`src/rtl/dll_pkg.sv`:
```
// dll_pkg: shared FSM state type and code helpers for the DLL delay-control ALU.
package dll_pkg;

    typedef enum logic [1:0] {
        ACQ    = 2'd0,
        SETTLE = 2'd1,
        LOCKED = 2'd2
    } dll_state_e;

    function automatic int gray_enc(input int c);
        return c ^ (c >> 1);
    endfunction

    // Clamp a signed value into the unsigned range of a w-bit code.
    function automatic int sat_w(input int v, input int w);
        return (v < 0) ? 0 : (v > (1 << w) - 1) ? (1 << w) - 1 : v;
    endfunction

endpackage

```
`src/rtl/dll_slave_scale.sv`:
```
// dll_slave_scale: registered slave delay code, code*RATIO/16 clamped to the code range.
module dll_slave_scale
    import dll_pkg::*;
#(
    parameter int CODE_W = 6,
    parameter int RATIO  = 16
) (
    input  logic              CLKI,
    input  logic              RSTN,
    input  logic [CODE_W-1:0] i_code,
    output logic [CODE_W-1:0] o_code
);

    always_ff @(posedge CLKI or negedge RSTN) begin
        if (!RSTN) o_code <= '0;
        else       o_code <= CODE_W'(sat_w((int'(i_code) * RATIO) >> 4, CODE_W));
    end

endmodule

```
`src/rtl/dll_alu_ctrl.sv`:
```
// dll_alu_ctrl: glitch-filtered saturating delay-code ALU with lock FSM,
// signed user offset and scaled slave code outputs.
module dll_alu_ctrl
    import dll_pkg::*;
#(
    parameter int                      CODE_W           = 6,
    parameter int                      DELVAL_W         = 5,
    parameter int                      NUM_SLAVES       = 2,
    parameter logic [NUM_SLAVES*5-1:0] SLAVE_RATIO      = {5'd8, 5'd16},
    parameter int                      GLITCH_TOLERANCE = 2,
    parameter int                      ALU_LOCK_CNT     = 3,
    parameter int                      ALU_UNLOCK_CNT   = 15,
    parameter int                      LOCK_DELAY       = 100
) (
    input  logic                         CLKI,
    input  logic                         RSTN,
    input  logic                         PD_VALID,
    input  logic                         PD_LEAD,
    input  logic                         ALUHOLD,
    input  logic                         UDDCNTL,
    input  logic                         DELADJPOL,
    input  logic [DELVAL_W-1:0]          DELVAL,
    output logic [CODE_W-1:0]            DCNTL,
    output logic [NUM_SLAVES*CODE_W-1:0] SCNTL,
    output logic [CODE_W-1:0]            GRAYO,
    output logic                         INCO,
    output logic                         DIFF,
    output logic                         LOCK
);

    localparam int RUN_W  = $clog2(GLITCH_TOLERANCE + 1);
    localparam int REV_W  = $clog2(ALU_LOCK_CNT + 1);
    localparam int SAME_W = $clog2(ALU_UNLOCK_CNT + 1);
    localparam int DLY_W  = $clog2(LOCK_DELAY + 1);
    localparam logic [CODE_W-1:0] CODE_MAX = '1;

    logic [CODE_W-1:0] r_code, r_dcntl, r_gray;
    logic              r_last, r_inco, r_stepped, r_diff, r_lock;
    logic [RUN_W-1:0]  r_run;
    logic [REV_W-1:0]  r_rev;
    logic [SAME_W-1:0] r_same;
    logic [DLY_W-1:0]  r_dly;
    dll_state_e        r_state;

    logic [RUN_W-1:0]         w_run_next;
    logic [SAME_W-1:0]        w_same_next;
    logic [CODE_W-1:0]        w_code_next;
    logic signed [CODE_W+1:0] w_adj;
    logic                     w_act, w_step, w_rev, w_same, w_unlock;

    // Run length saturates at the tolerance; only reaching it matters.
    assign w_act       = PD_VALID & ~ALUHOLD;
    assign w_run_next  = (PD_LEAD != r_last) ? RUN_W'(1) :
                         (r_run == RUN_W'(GLITCH_TOLERANCE)) ? r_run : r_run + RUN_W'(1);
    assign w_step      = w_act & (w_run_next >= RUN_W'(GLITCH_TOLERANCE));
    assign w_rev       = w_step & r_stepped & (PD_LEAD != r_inco);
    assign w_same      = w_step & ~w_rev;
    assign w_same_next = w_rev ? '0 : w_same ? r_same + SAME_W'(1) : r_same;
    assign w_unlock    = w_same & (r_same == SAME_W'(ALU_UNLOCK_CNT - 1));
    assign w_code_next = PD_LEAD ? ((r_code == CODE_MAX) ? r_code : r_code + CODE_W'(1))
                                 : ((r_code == '0) ? r_code : r_code - CODE_W'(1));
    assign w_adj       = DELADJPOL ? $signed({2'b00, r_code}) - $signed((CODE_W+2)'(DELVAL))
                                   : $signed({2'b00, r_code}) + $signed((CODE_W+2)'(DELVAL));

    always_ff @(posedge CLKI or negedge RSTN) begin
        if (!RSTN) begin
            r_code    <= '0;
            r_last    <= 1'b0;
            r_run     <= '0;
            r_inco    <= 1'b0;
            r_stepped <= 1'b0;
            r_diff    <= 1'b0;
        end else begin
            r_diff <= w_rev;
            if (w_act) begin
                r_last <= PD_LEAD;
                r_run  <= w_run_next;
            end
            if (w_step) begin
                r_code    <= w_code_next;
                r_inco    <= PD_LEAD;
                r_stepped <= 1'b1;
            end
        end
    end

    always_ff @(posedge CLKI or negedge RSTN) begin
        if (!RSTN) begin
            r_state <= ACQ;
            r_rev   <= '0;
            r_same  <= '0;
            r_dly   <= '0;
            r_lock  <= 1'b0;
        end else begin
            r_lock <= (r_state == LOCKED);
            case (r_state)
                ACQ: begin
                    if (w_rev && r_rev == REV_W'(ALU_LOCK_CNT - 1)) begin
                        r_state <= SETTLE;
                        r_rev   <= '0;
                        r_same  <= '0;
                        r_dly   <= '0;
                    end else if (w_rev) r_rev <= r_rev + REV_W'(1);
                    else if (w_same)    r_rev <= '0;
                end
                SETTLE, LOCKED: begin
                    if (w_unlock) begin
                        r_state <= ACQ;
                        r_same  <= '0;
                        r_dly   <= '0;
                    end else begin
                        r_same <= w_same_next;
                        // The settle timer pauses while the ALU is held.
                        if (r_state == SETTLE && !ALUHOLD) begin
                            if (r_dly == DLY_W'(LOCK_DELAY - 1)) r_state <= LOCKED;
                            else                                 r_dly   <= r_dly + DLY_W'(1);
                        end
                    end
                end
                default: r_state <= ACQ;
            endcase
        end
    end

    always_ff @(posedge CLKI or negedge RSTN) begin
        if (!RSTN) begin
            r_dcntl <= '0;
            r_gray  <= '0;
        end else begin
            if (UDDCNTL) r_dcntl <= CODE_W'(sat_w(int'(w_adj), CODE_W));
            r_gray <= CODE_W'(gray_enc(int'(r_code)));
        end
    end

    for (genvar k = 0; k < NUM_SLAVES; k++) begin : g_slave
        dll_slave_scale #(
            .CODE_W (CODE_W),
            .RATIO  (int'(SLAVE_RATIO[k*5 +: 5]))
        ) u_scale (
            .CLKI   (CLKI),
            .RSTN   (RSTN),
            .i_code (r_dcntl),
            .o_code (SCNTL[k*CODE_W +: CODE_W])
        );
    end

    assign DCNTL = r_dcntl;
    assign GRAYO = r_gray;
    assign INCO  = r_inco;
    assign DIFF  = r_diff;
    assign LOCK  = r_lock;

endmodule

```
`config.mk`:
```
export PLATFORM = sky130hd
export DESIGN_NAME = dll_alu_ctrl
export DESIGN_NICKNAME = d
export VERILOG_FILES = /design/src/rtl/dll_pkg.sv /design/src/rtl/dll_slave_scale.sv /design/src/rtl/dll_alu_ctrl.sv
export SDC_FILE = /design/constraint.sdc
export NUM_CORES = 1
export LEC_CHECK = 0
export ABC_AREA = 1
export BUFFER_PORTS_ARGS = -buffer_cell sky130_fd_sc_hd__buf_4
export CORE_MARGIN = 5
export CORE_UTILIZATION = 40
export DETAILED_ROUTE_END_ITERATION = 16
export GPL_TIMING_DRIVEN = 1
export SYNTH_ARGS = -nofsm -noshare
export SYNTH_HDL_FRONTEND = slang
export SYNTH_SLANG_ARGS = --single-unit
export TNS_END_PERCENT = 50
```
`constraint.sdc`:
```
create_clock -name CLKI -period 2.1 [get_ports CLKI]
set_input_delay 0.105 -clock CLKI [delete_from_list [all_inputs] [get_ports CLKI]]
set_output_delay 0.105 -clock CLKI [all_outputs]
set_load 0.02 [all_outputs]
```
==> impl_metrics.ini, run 1 <==
[run_status]
status = completed

[cts]
cts.sinks = 51
clockBufferDepth = 2
cts_max_level = 2
cts_root_buf = clkbuf_8
clk_latency_ns = 0.31
cts_tree = built
numCtsBuffers = 5
postCtsSetupBuffers = 0
clkSlewWorstSetupHoldPaths_ns = 0.10

[timing]
setup_viol = 0
hold_viol = 0
rsz0062_at_grt = no
relSlewSlack = 0.580
maxSlewViolCount = 0
period_share = 0.897
fmax_mhz = 531
min_period_ns = 1.88
setup_tns_ns = 0
worst_pin_slew_ns = 0.631
fin_skew_ns = 0.0120

[setup_path]
worst-path-max-fanout = 6
r2r_start = r_code[0]
cp.required_ns = 2.36
cpMaxStageDelayCell = fa_1
path_cells = inv_1, ha_1, fa_1, nand3b_1, nand2_1, nand2_1, a21oi_1, buf_4, nand3_1, nand2_1
critical_path_class = reg -> reg
slowest_delay_ns = 0.40
critPathCaptureType = flip-flop
start_kind = flip-flop
critPathArrivalTime_ns = 2.14
crit_start = r_code[0]
cp_common_cell = nand2_1

[global_routing]
track_usage = 0.132
grt-ovfl-total = 0
grt_pass1_wl_mm = 10.4
grt_max_degree = 52
antenna_found_initial = 0
grt_pass1_vias = 2323

[finish]
fillCellCount = 765
drive_above_1_share = 0.168
fin_cells = 518
area_growth_pct = 17.0
nNetsFinal = 458
antenna_cells = 0

[synthesis]
ys_seq_elements = 51
syn_inst = 373
syn_area_per_cell_um2 = 8.24
ys.flop_type = dfrtp_1
yosysTopAreaCellShare = 0.415
synth_cell_types = 35
synth.area.top_cells = dfrtp_1 (42%), nand2_1 (14%), ha_1 (11%)
synth_edf_count = 0
seq_area_frac_synth = 0.415
synth.largest_area_cell = dfrtp_1
yosysWarnings = 0
syn_nets = 416
syn_area_mm2 = 0.00307
async_reset_ff_frac = 1.00

[placed_design]
hpwlAfterDp_mm = 4.50
dp_cells = 509
numPortBuffers = 37
gp_congestion = 0.854

[route]
drc = 0
firstDrtPassIters = 4
drt-total-wl_mm = 5.88
drt_iter0_drc = 104
vias_per_cell = 4.66
ant_nets = 0
wl_per_cell_um = 11.3
route.vias.total = 2416

[run]
cap_violations = 0

[power_and_ir_drop]
cellLeakagePower_uw = 0.00198
power_density_mw_per_mm2 = 1300
peakVddDrop_mv = 0.419
total_power_uw = 4660

[floorplan]
die_area_mm2 = 0.00954
initial_core_util = 0.404
io_pins = 39
die_h_um = 97.7
row_count = 32
coreArea_mm2 = 0.00761
die_w_um = 97.7

[worst_hold_path]
worstHoldStart = PD_LEAD
hp-class = in -> reg
path summary, 6_finish.rpt:
path	end	slack, ns	depth (start not counted)
worst max register to register	DCNTL[5]	0.22	10
worst min register to register	g_slave[0].u_scale.o_code[0]	0.42	0
max in group asynchronous	DIFF	1.32	2
worst max-delay path	DCNTL[5]	0.22	10
min in group asynchronous	GRAYO[2]	0.35	2
worst min-delay path	INCO	0.08	3
state kept, by name, indices dropped and copies added (netlist names), 2 cells and up:
name                    count
r_dly                       7
g_slave.u_scale.o_code     11
r_same                      4
DCNTL                       6
r_run                       2
r_code                      6
r_rev                       2
GRAYO                       6
r_state                     2
cells in the final DEF, fill, tap and decap left out, types with 4 or more instances in the layout:
master | Yosys | final
nor2_1 | 22 | 22
dfrtp_1 | 51 | 51
clkbuf_8 | 0 | 5
xnor2_1 | 6 | 6
nand4_1 | 4 | 4
inv_1 | 48 | 48
ha_1 | 28 | 28
buf_4 | 1 | 45
a21oi_1 | 11 | 11
nand3_1 | 30 | 30
xor2_1 | 7 | 7
nand2_1 | 111 | 111
o21ai_0 | 12 | 12
where the power goes:
part | leakage [µW] | internal [µW] | switching, µW
registers | 0.000648 | 1330 | 195
clock network | 0.0000548 | 359 | 344
logic | 0.00127 | 968 | 1460
total | 0.00198 | 2660 | 2000
worst max-delay path, delay by kind of cell, from the launching register on:
kind,cells,cell delay [ns]
AOI/OAI and AO/OA,1,0.13
DFF,1,0.39
adders and majority gates,2,0.62
buffers and inverters,2,0.24
and+or+nand+nor,5,0.46
area by class of cell:
class | instances | area (µm²) | share of cell area
repair buffers | 46 | 348 | 0.0968
clock inverters | 3 | 46.3 | 0.0129
multi-input cells | 261 | 1540 | 0.428
flip-flops and latches | 51 | 1280 | 0.355
well taps | 102 | 128 | 0.0355
clock buffers | 5 | 68.8 | 0.0191
inverters | 50 | 188 | 0.0522
cells in the mapped netlist, drive strengths merged, types with 4 or more instances:
cell,count
a21oi,12
buf,4
clkbuf,7
dfrtp,51
ha,28
inv,50
nand2,116
nand3,31
nand4,5
nor2,25
o21ai,13
xnor2,6
xor2,7
per-stage QoR:
stage | hold WS (ns) | setup slack (ns) | area [µm²] | utilization
5_1_grt | 0.0840 | 0.0304 | 3590 | 0.473
6_report | 0.0757 | 0.216 | 3590 | 0.473
3_3_place_gp | 0.176 | 0.310 | 3470 | 0.456
2_1_floorplan | -0.191 | 0.211 | 3070 | -
4_1_cts | 0.0685 | 0.211 | 3590 | 0.473
3_5_place_dp | 0.174 | 0.242 | 3470 | 0.456
logic make-up (layout without fill, tap and decap cells):
kind of cell	Yosys count	count (layout)	share of synthesized area
xor gates and xnor gates	13	13	0.0371
AOI/OAI and AO/OA	31	31	0.0599
buffers and inverters	61	104	0.0835
adders and majority gates	31	31	0.134
DFF	51	51	0.415
and+or+nand+nor	185	185	0.270
other	1	1	0.00122
metal layers:
layer  share of wire  GRT usage  vias up  wire length [µm]
li1                -          -     1253                 -
met2            0.47      0.220       51              2760
met3           0.044     0.0266       11               258
met4           0.021     0.0479        0               123
met1            0.47      0.169     1101              2740
met5               0          0        -                 0
repair_timing:
action | in CTS | in global routing
hold buffers | 1 | 0
resized for setup | 0 | 0
endpoints found under the hold margin | 51 | 0
Power figures use the tool's default switching activity.
==> run 2: changes to the inputs <==
MAX_ROUTING_LAYER = met4   (was unset)
SYNTH_HIERARCHICAL = 1   (was unset)
clock period = 2.41 ns   (was 2.1 ns; I/O delays follow)
==> run 2 against run 1 <==
Effect of this change:
- maximum frequency down 12%
- non-clock buffer count down 7
- largest cell class unchanged
- sequential power down 5%
- flip-flop and latch count unchanged
- sequential share of layout area up 0.82 points
- critical path type unchanged
- clock-buffer cell count unchanged
==> impl_metrics.ini, run 2 <==
[cts]
postCtsSetupBuffers = 0
cts_root_buf = clkbuf_8
clkSlewWorstSetupHoldPaths_ns = 0.10
numCtsBuffers = 5
clockBufferDepth = 2
cts_resized = 0
cts_tree = built
clk_latency_ns = 0.30
cts_max_level = 2
cts.sinks = 51

[run_status]
status = completed

[setup_path]
critical_path_class = reg -> reg
r2r_cells = 9
r2r_end = DCNTL[1]
start_kind = flip-flop
cp.required_ns = 2.65
r2r_start = r_code[0]
critPathCaptureType = flip-flop
rrSetupSlack_ns = 0.28
worst-path-max-fanout = 6
critPathArrivalTime_ns = 2.37

[synthesis]
synth_cell_types = 36
yosysWarnings = 6
syn_inst = 365
synth_top_family_by_area = simple AND/OR/NAND/NOR gates
synth_fa_ha_area_frac = 0.143
synth.largest_area_cell = dfrtp_1
syn_area_per_cell_um2 = 8.35
ys_seq_elements = 51
synth.area.top_cells = dfrtp_1 (42%), nand2_1 (13%), ha_1 (12%)
yosysTopAreaCellShare = 0.419
synth_edf_count = 0
synthSimpleGateAreaFrac = 0.263
async_reset_ff_frac = 1.00
synth_compound_area_frac = 0.0628
synthMuxAreaShare = 0
yosys-top-cells-count = nand2_1 (109), dfrtp_1 (51), inv_1 (46), ha_1 (30), nand3_1 (24)
seq_area_frac_synth = 0.419
ys.flop_type = dfrtp_1
syn_nets = 410
synth_most_common_cell = nand2_1
synthXorXnorAreaFrac = 0.0316
syn_area_mm2 = 0.00305

[finish]
mostFrequentLayoutCells = nand2_1 (109), dfrtp_1 (51), inv_1 (46)
drive_above_1_share = 0.160
regMostFlops = g_slave.u_scale/o_code
nNetsFinal = 445
area_growth_pct = 15.2
reg_top3 = g_slave.u_scale/o_code x11, r_dly x7
antenna_cells = 0
fin_util = 0.479
layout_commonest_cell = nand2_1
largest_register_ffs = 11

[power_and_ir_drop]
cellLeakagePower_uw = 0.00190
peakVddDrop_mv = 0.366
power_density_mw_per_mm2 = 1200

[timing]
setup_viol = 0
hold_viol = 0
maxSlewViolCount = 0
rsz0062_at_grt = no
relSlewSlack = 0.568
min_period_ns = 2.13
fin_skew_ns = 0.0110
setup_tns_ns = 0
hold_ws_ns = 0.116
worst_pin_slew_ns = 0.648
fmax_mhz = 469
period_share = 0.884

[floorplan]
die_w_um = 97.3
initial_core_util = 0.416
coreArea_mm2 = 0.00733
io_pins = 39
die_h_um = 97.3
row_count = 31
die_area_mm2 = 0.00947

[global_routing]
grt-ovfl-total = 0
grt_pass1_wl_mm = 10.4
track_usage = 0.135
grt_pass1_vias = 2231
grt_max_degree = 52
antenna_found_initial = 0

[placed_design]
numPortBuffers = 37
gp_congestion = 0.861
hpwlAfterDp_mm = 4.46

[worst_hold_path]
hp-class = in -> reg
min_to = INCO
worstHoldStart = PD_LEAD
holdPathStages = 3

[route]
vias_per_cell = 4.64
wl_per_cell_um = 11.7
drt-total-wl_mm = 5.83
ant_nets = 0
drc = 0
firstDrtPassIters = 4
route.vias.total = 2314
drt_iter0_drc = 51

[run]
cap_violations = 0
==> run 2: changes by cell type after synthesis, sizes merged, moves of 4 or more <==
cell,before,now
nand3,31,26
o21ai,13,20
nor2,25,19
nand2,116,112
==> run 2: final cells by class <==
cell class                 instances  area (µm²)
clock buffer                       5        68.8
clock inverter                     2        37.5
fill                             702        3820
inverter                          49         184
multi-input combinational        254        1530
sequential                        51        1280
tap                               99         124
timing repair buffer              39         295
==> run 2: repair_timing <==
item | in CTS | in global routing
endpoints found under the setup margin | 0 | 0
hold buffers | 1 | 0
endpoints found under the hold margin | 51 | 0
==> run 2: per-stage QoR <==
stage | worst slack (ns) | cell area [µm²] | power [µW] | cells
floorplan | 0.522 | 3050 | 2980 | 365
global placement | 0.341 | 3400 | 3620 | 491
detailed placement | 0.320 | 3400 | 3660 | 491
CTS | 0.285 | 3510 | 4260 | 499
global route | 0.0993 | 3510 | 4610 | 499
finish | 0.280 | 3510 | 4210 | 499
==> run 2: worst max-delay path, cell delays in order, from the launching register on <==
cell	delay, ns
dfrtp_1	0.47
inv_1	0.13
ha_1	0.23
fa_1	0.38
nand3b_1	0.18
nand2_1	0.08
nand2_1	0.04
a21oi_1	0.36
nand2_1	0.12
nand2_1	0.07
==> run 2: cell families after synthesis <==
| kind of cell | Yosys count |
|---|---|
| AND/OR/NAND/NOR | 175 |
| other | 1 |
| AO/OA/AOI/OAI | 34 |
| buffers and inverters | 60 |
| XOR/XNOR | 11 |
| flip-flops | 51 |
| adder cells (fa/ha/maj) | 33 |
==> run 2: worst max-delay path by stage <==
stage | startpoint | to | cells after the start
after global placement | r_code[0] | DCNTL[5] | 9
final | r_code[0] | DCNTL[1] | 9
after global routing | r_code[0] | DCNTL[1] | 9
after floorplan | r_code[0] | DCNTL[5] | 9
after detailed placement | r_code[0] | DCNTL[5] | 9
after CTS | r_code[0] | DCNTL[1] | 9
==> run 2: routing by layer <==
| metal | part of all wire | vias to the layer above | GRT usage |
|---|---|---|---|
| li1 | - | 1214 | - |
| met1 | 0.50 | 1058 | 0.175 |
| met2 | 0.45 | 34 | 0.212 |
| met3 | 0.033 | 8 | 0.0273 |
| met4 | 0.017 | 0 | 0.0426 |
| met5 | 0 | - | - |
==> run 2: power by group <==
group	switching [µW]	internal (µW)	total (µW)
Clock	286	304	590
Combinational	1320	857	2180
Sequential	258	1180	1440
==> run 3: changes to the inputs <==
CORE_UTILIZATION = 45   (was 40)
SLEW_MARGIN = 20   (was unset)
==> run 3 against run 2 <==
Effect of this change:
- final cell count down 3.6%
- sequential share of layout area up 0.38 points
- via count up 1.1%
- design area down 1.0%
- sequential power about the same
- utilization up 4.1 points
- global-route usage up 2.1 points
- register-to-register slack about the same
- critical endpoint is now DCNTL[5]
- largest cell class unchanged
- largest power group unchanged
==> impl_metrics.ini, run 3 (same netlist as run 2, synthesis figures left out) <==
[finish]
reg_top3 = g_slave.u_scale/o_code x11, r_dly x7
fin_cells = 481
antenna_cells = 0
largest_register_ffs = 11
regMostFlops = g_slave.u_scale/o_code
layout_commonest_cell = nand2_1
fillCellCount = 663
mostFrequentLayoutCells = nand2_1 (109), dfrtp_1 (51), inv_1 (46)
area_growth_pct = 14.0
drive_above_1_share = 0.162
nNetsFinal = 445

[global_routing]
antenna_found_initial = 0
grt_pass1_vias = 2265
grt_pass1_wl_mm = 10.5
grt_max_degree = 52
track_usage = 0.155
grt-ovfl-total = 0

[timing]
hold_viol = 0
fmax_mhz = 469
maxSlewViolCount = 0
relSlewSlack = 0.569
setup_viol = 0
period_share = 0.884
fin_skew_ns = 0.0145
setup_tns_ns = 0
worst_pin_slew_ns = 0.647
rsz0062_at_grt = no
min_period_ns = 2.13

[route]
route.vias.total = 2339
drc = 0
wl_per_cell_um = 12.3
firstDrtPassIters = 4
drt-total-wl_mm = 5.90
drt_iter0_drc = 89
vias_per_cell = 4.86
ant_nets = 0

[power_and_ir_drop]
pwr-share-comb = 0.528
p_seq_frac = 0.346
peakVddDrop_mv = 0.572
p_sw_frac = 0.457
clkPwrFrac = 0.125
p_sw_uw = 1900
power_density_mw_per_mm2 = 1190
cellLeakagePower_uw = 0.00189
internal_power_uw = 2250

[placed_design]
numPortBuffers = 37
dp_cells = 472
hpwlAfterDp_mm = 4.41
gp_congestion = 0.821

[cts]
cts_root_buf = clkbuf_8
clk_latency_ns = 0.31
cts_max_level = 2
clkSlewWorstSetupHoldPaths_ns = 0.11
cts_tree = built
numCtsBuffers = 5
clockBufferDepth = 2
cts.sinks = 51

[setup_path]
start_kind = flip-flop
critPathArrivalTime_ns = 2.38
critPathCaptureType = flip-flop
cp.required_ns = 2.66
worst-path-max-fanout = 6
critical_path_class = reg -> reg
r2r_start = r_code[0]
crit_start = r_code[0]

[floorplan]
coreArea_mm2 = 0.00668
die_h_um = 92.3
row_count = 30
die_w_um = 92.3
io_pins = 39
initial_core_util = 0.456
die_area_mm2 = 0.00852

[run]
cap_violations = 0

[worst_hold_path]
worstHoldStart = PD_LEAD
hp-class = in -> reg

[run_status]
status = completed
-- run 3: cell types whose count changed in the layout (fill, tap and decap cells not counted) --
| cell | delta |
|---|---|
| bufinv_16 | -1 |
| clkinv_4 | +2 |
-- run 3: path summary, 6_finish.rpt --
check / endpoint / slack [ns] / cells past startpoint
setup / recovery: DCNTL[5] / 0.28 / 9
hold / removal: INCO / 0.12 / 3
setup reg to reg: DCNTL[5] / 0.28 / 9
hold reg to reg: g_slave[0].u_scale/o_code[0] / 0.42 / 0
max in group asynchronous: r_run[1] / 1.60 / 2
min in group asynchronous: GRAYO[1] / 0.37 / 2
-- run 3: cell type report --
| type | count | area (µm²) | area share |
|---|---|---|---|
| repair buffers | 39 | 295 | 0.0849 |
| multi-input cells | 254 | 1530 | 0.439 |
| clock buffers | 5 | 68.8 | 0.0198 |
| well taps | 80 | 100 | 0.0288 |
| clock inverters | 3 | 25.0 | 0.00720 |
| inverters | 49 | 184 | 0.0529 |
| flip-flops and latches | 51 | 1280 | 0.367 |
-- run 3: layer usage --
metal / global-route usage / up-vias / part of all wire
met5: - / - / 0
met3: 0.0276 / 7 / 0.033
li1: - / 1219 / -
met4: 0.0433 / 0 / 0.010
met2: 0.244 / 39 / 0.45
met1: 0.208 / 1074 / 0.51
-- run 3: critical path: stages (launching register included) --
cell      delay, ns
dfrtp_1        0.47
inv_1          0.12
ha_1           0.22
fa_1           0.39
nand3b_1       0.19
nand2_1        0.08
nand2_1        0.05
a21oi_1        0.35
nand3_1        0.13
nand2_1        0.07
-- run 3: power by group through the flow --
stage | Sequential (µW) | Combinational (µW) | Clock (µW)
final | 1440 | 2190 | 519
after CTS | 1440 | 2220 | 536
after global routing | 1490 | 2500 | 567
after detailed placement | 1460 | 2210 | 0
after floorplan | 1670 | 1310 | 0
after global placement | 1450 | 2180 | 0
-- run 3: repair_timing --
action,CTS,global route
hold buffers,1,0
setup buffers,0,0
endpoints found under the hold margin,51,0
gates resized for setup,0,0
-- run 3: stage by stage --
| step | hold slack (ns) | utilization | setup slack, ns | total power, µW | cell area (µm²) |
|---|---|---|---|---|---|
| 2_1_floorplan | -0.175 | - | 0.522 | 2980 | 3050 |
| 3_3_place_gp | 0.196 | 0.505 | 0.346 | 3620 | 3370 |
| 3_5_place_dp | 0.201 | 0.505 | 0.273 | 3670 | 3370 |
| 4_1_cts | 0.110 | 0.520 | 0.258 | 4200 | 3480 |
| 5_1_grt | 0.155 | 0.520 | 0.0406 | 4560 | 3480 |
| 6_report | 0.122 | 0.520 | 0.279 | 4150 | 3480 |
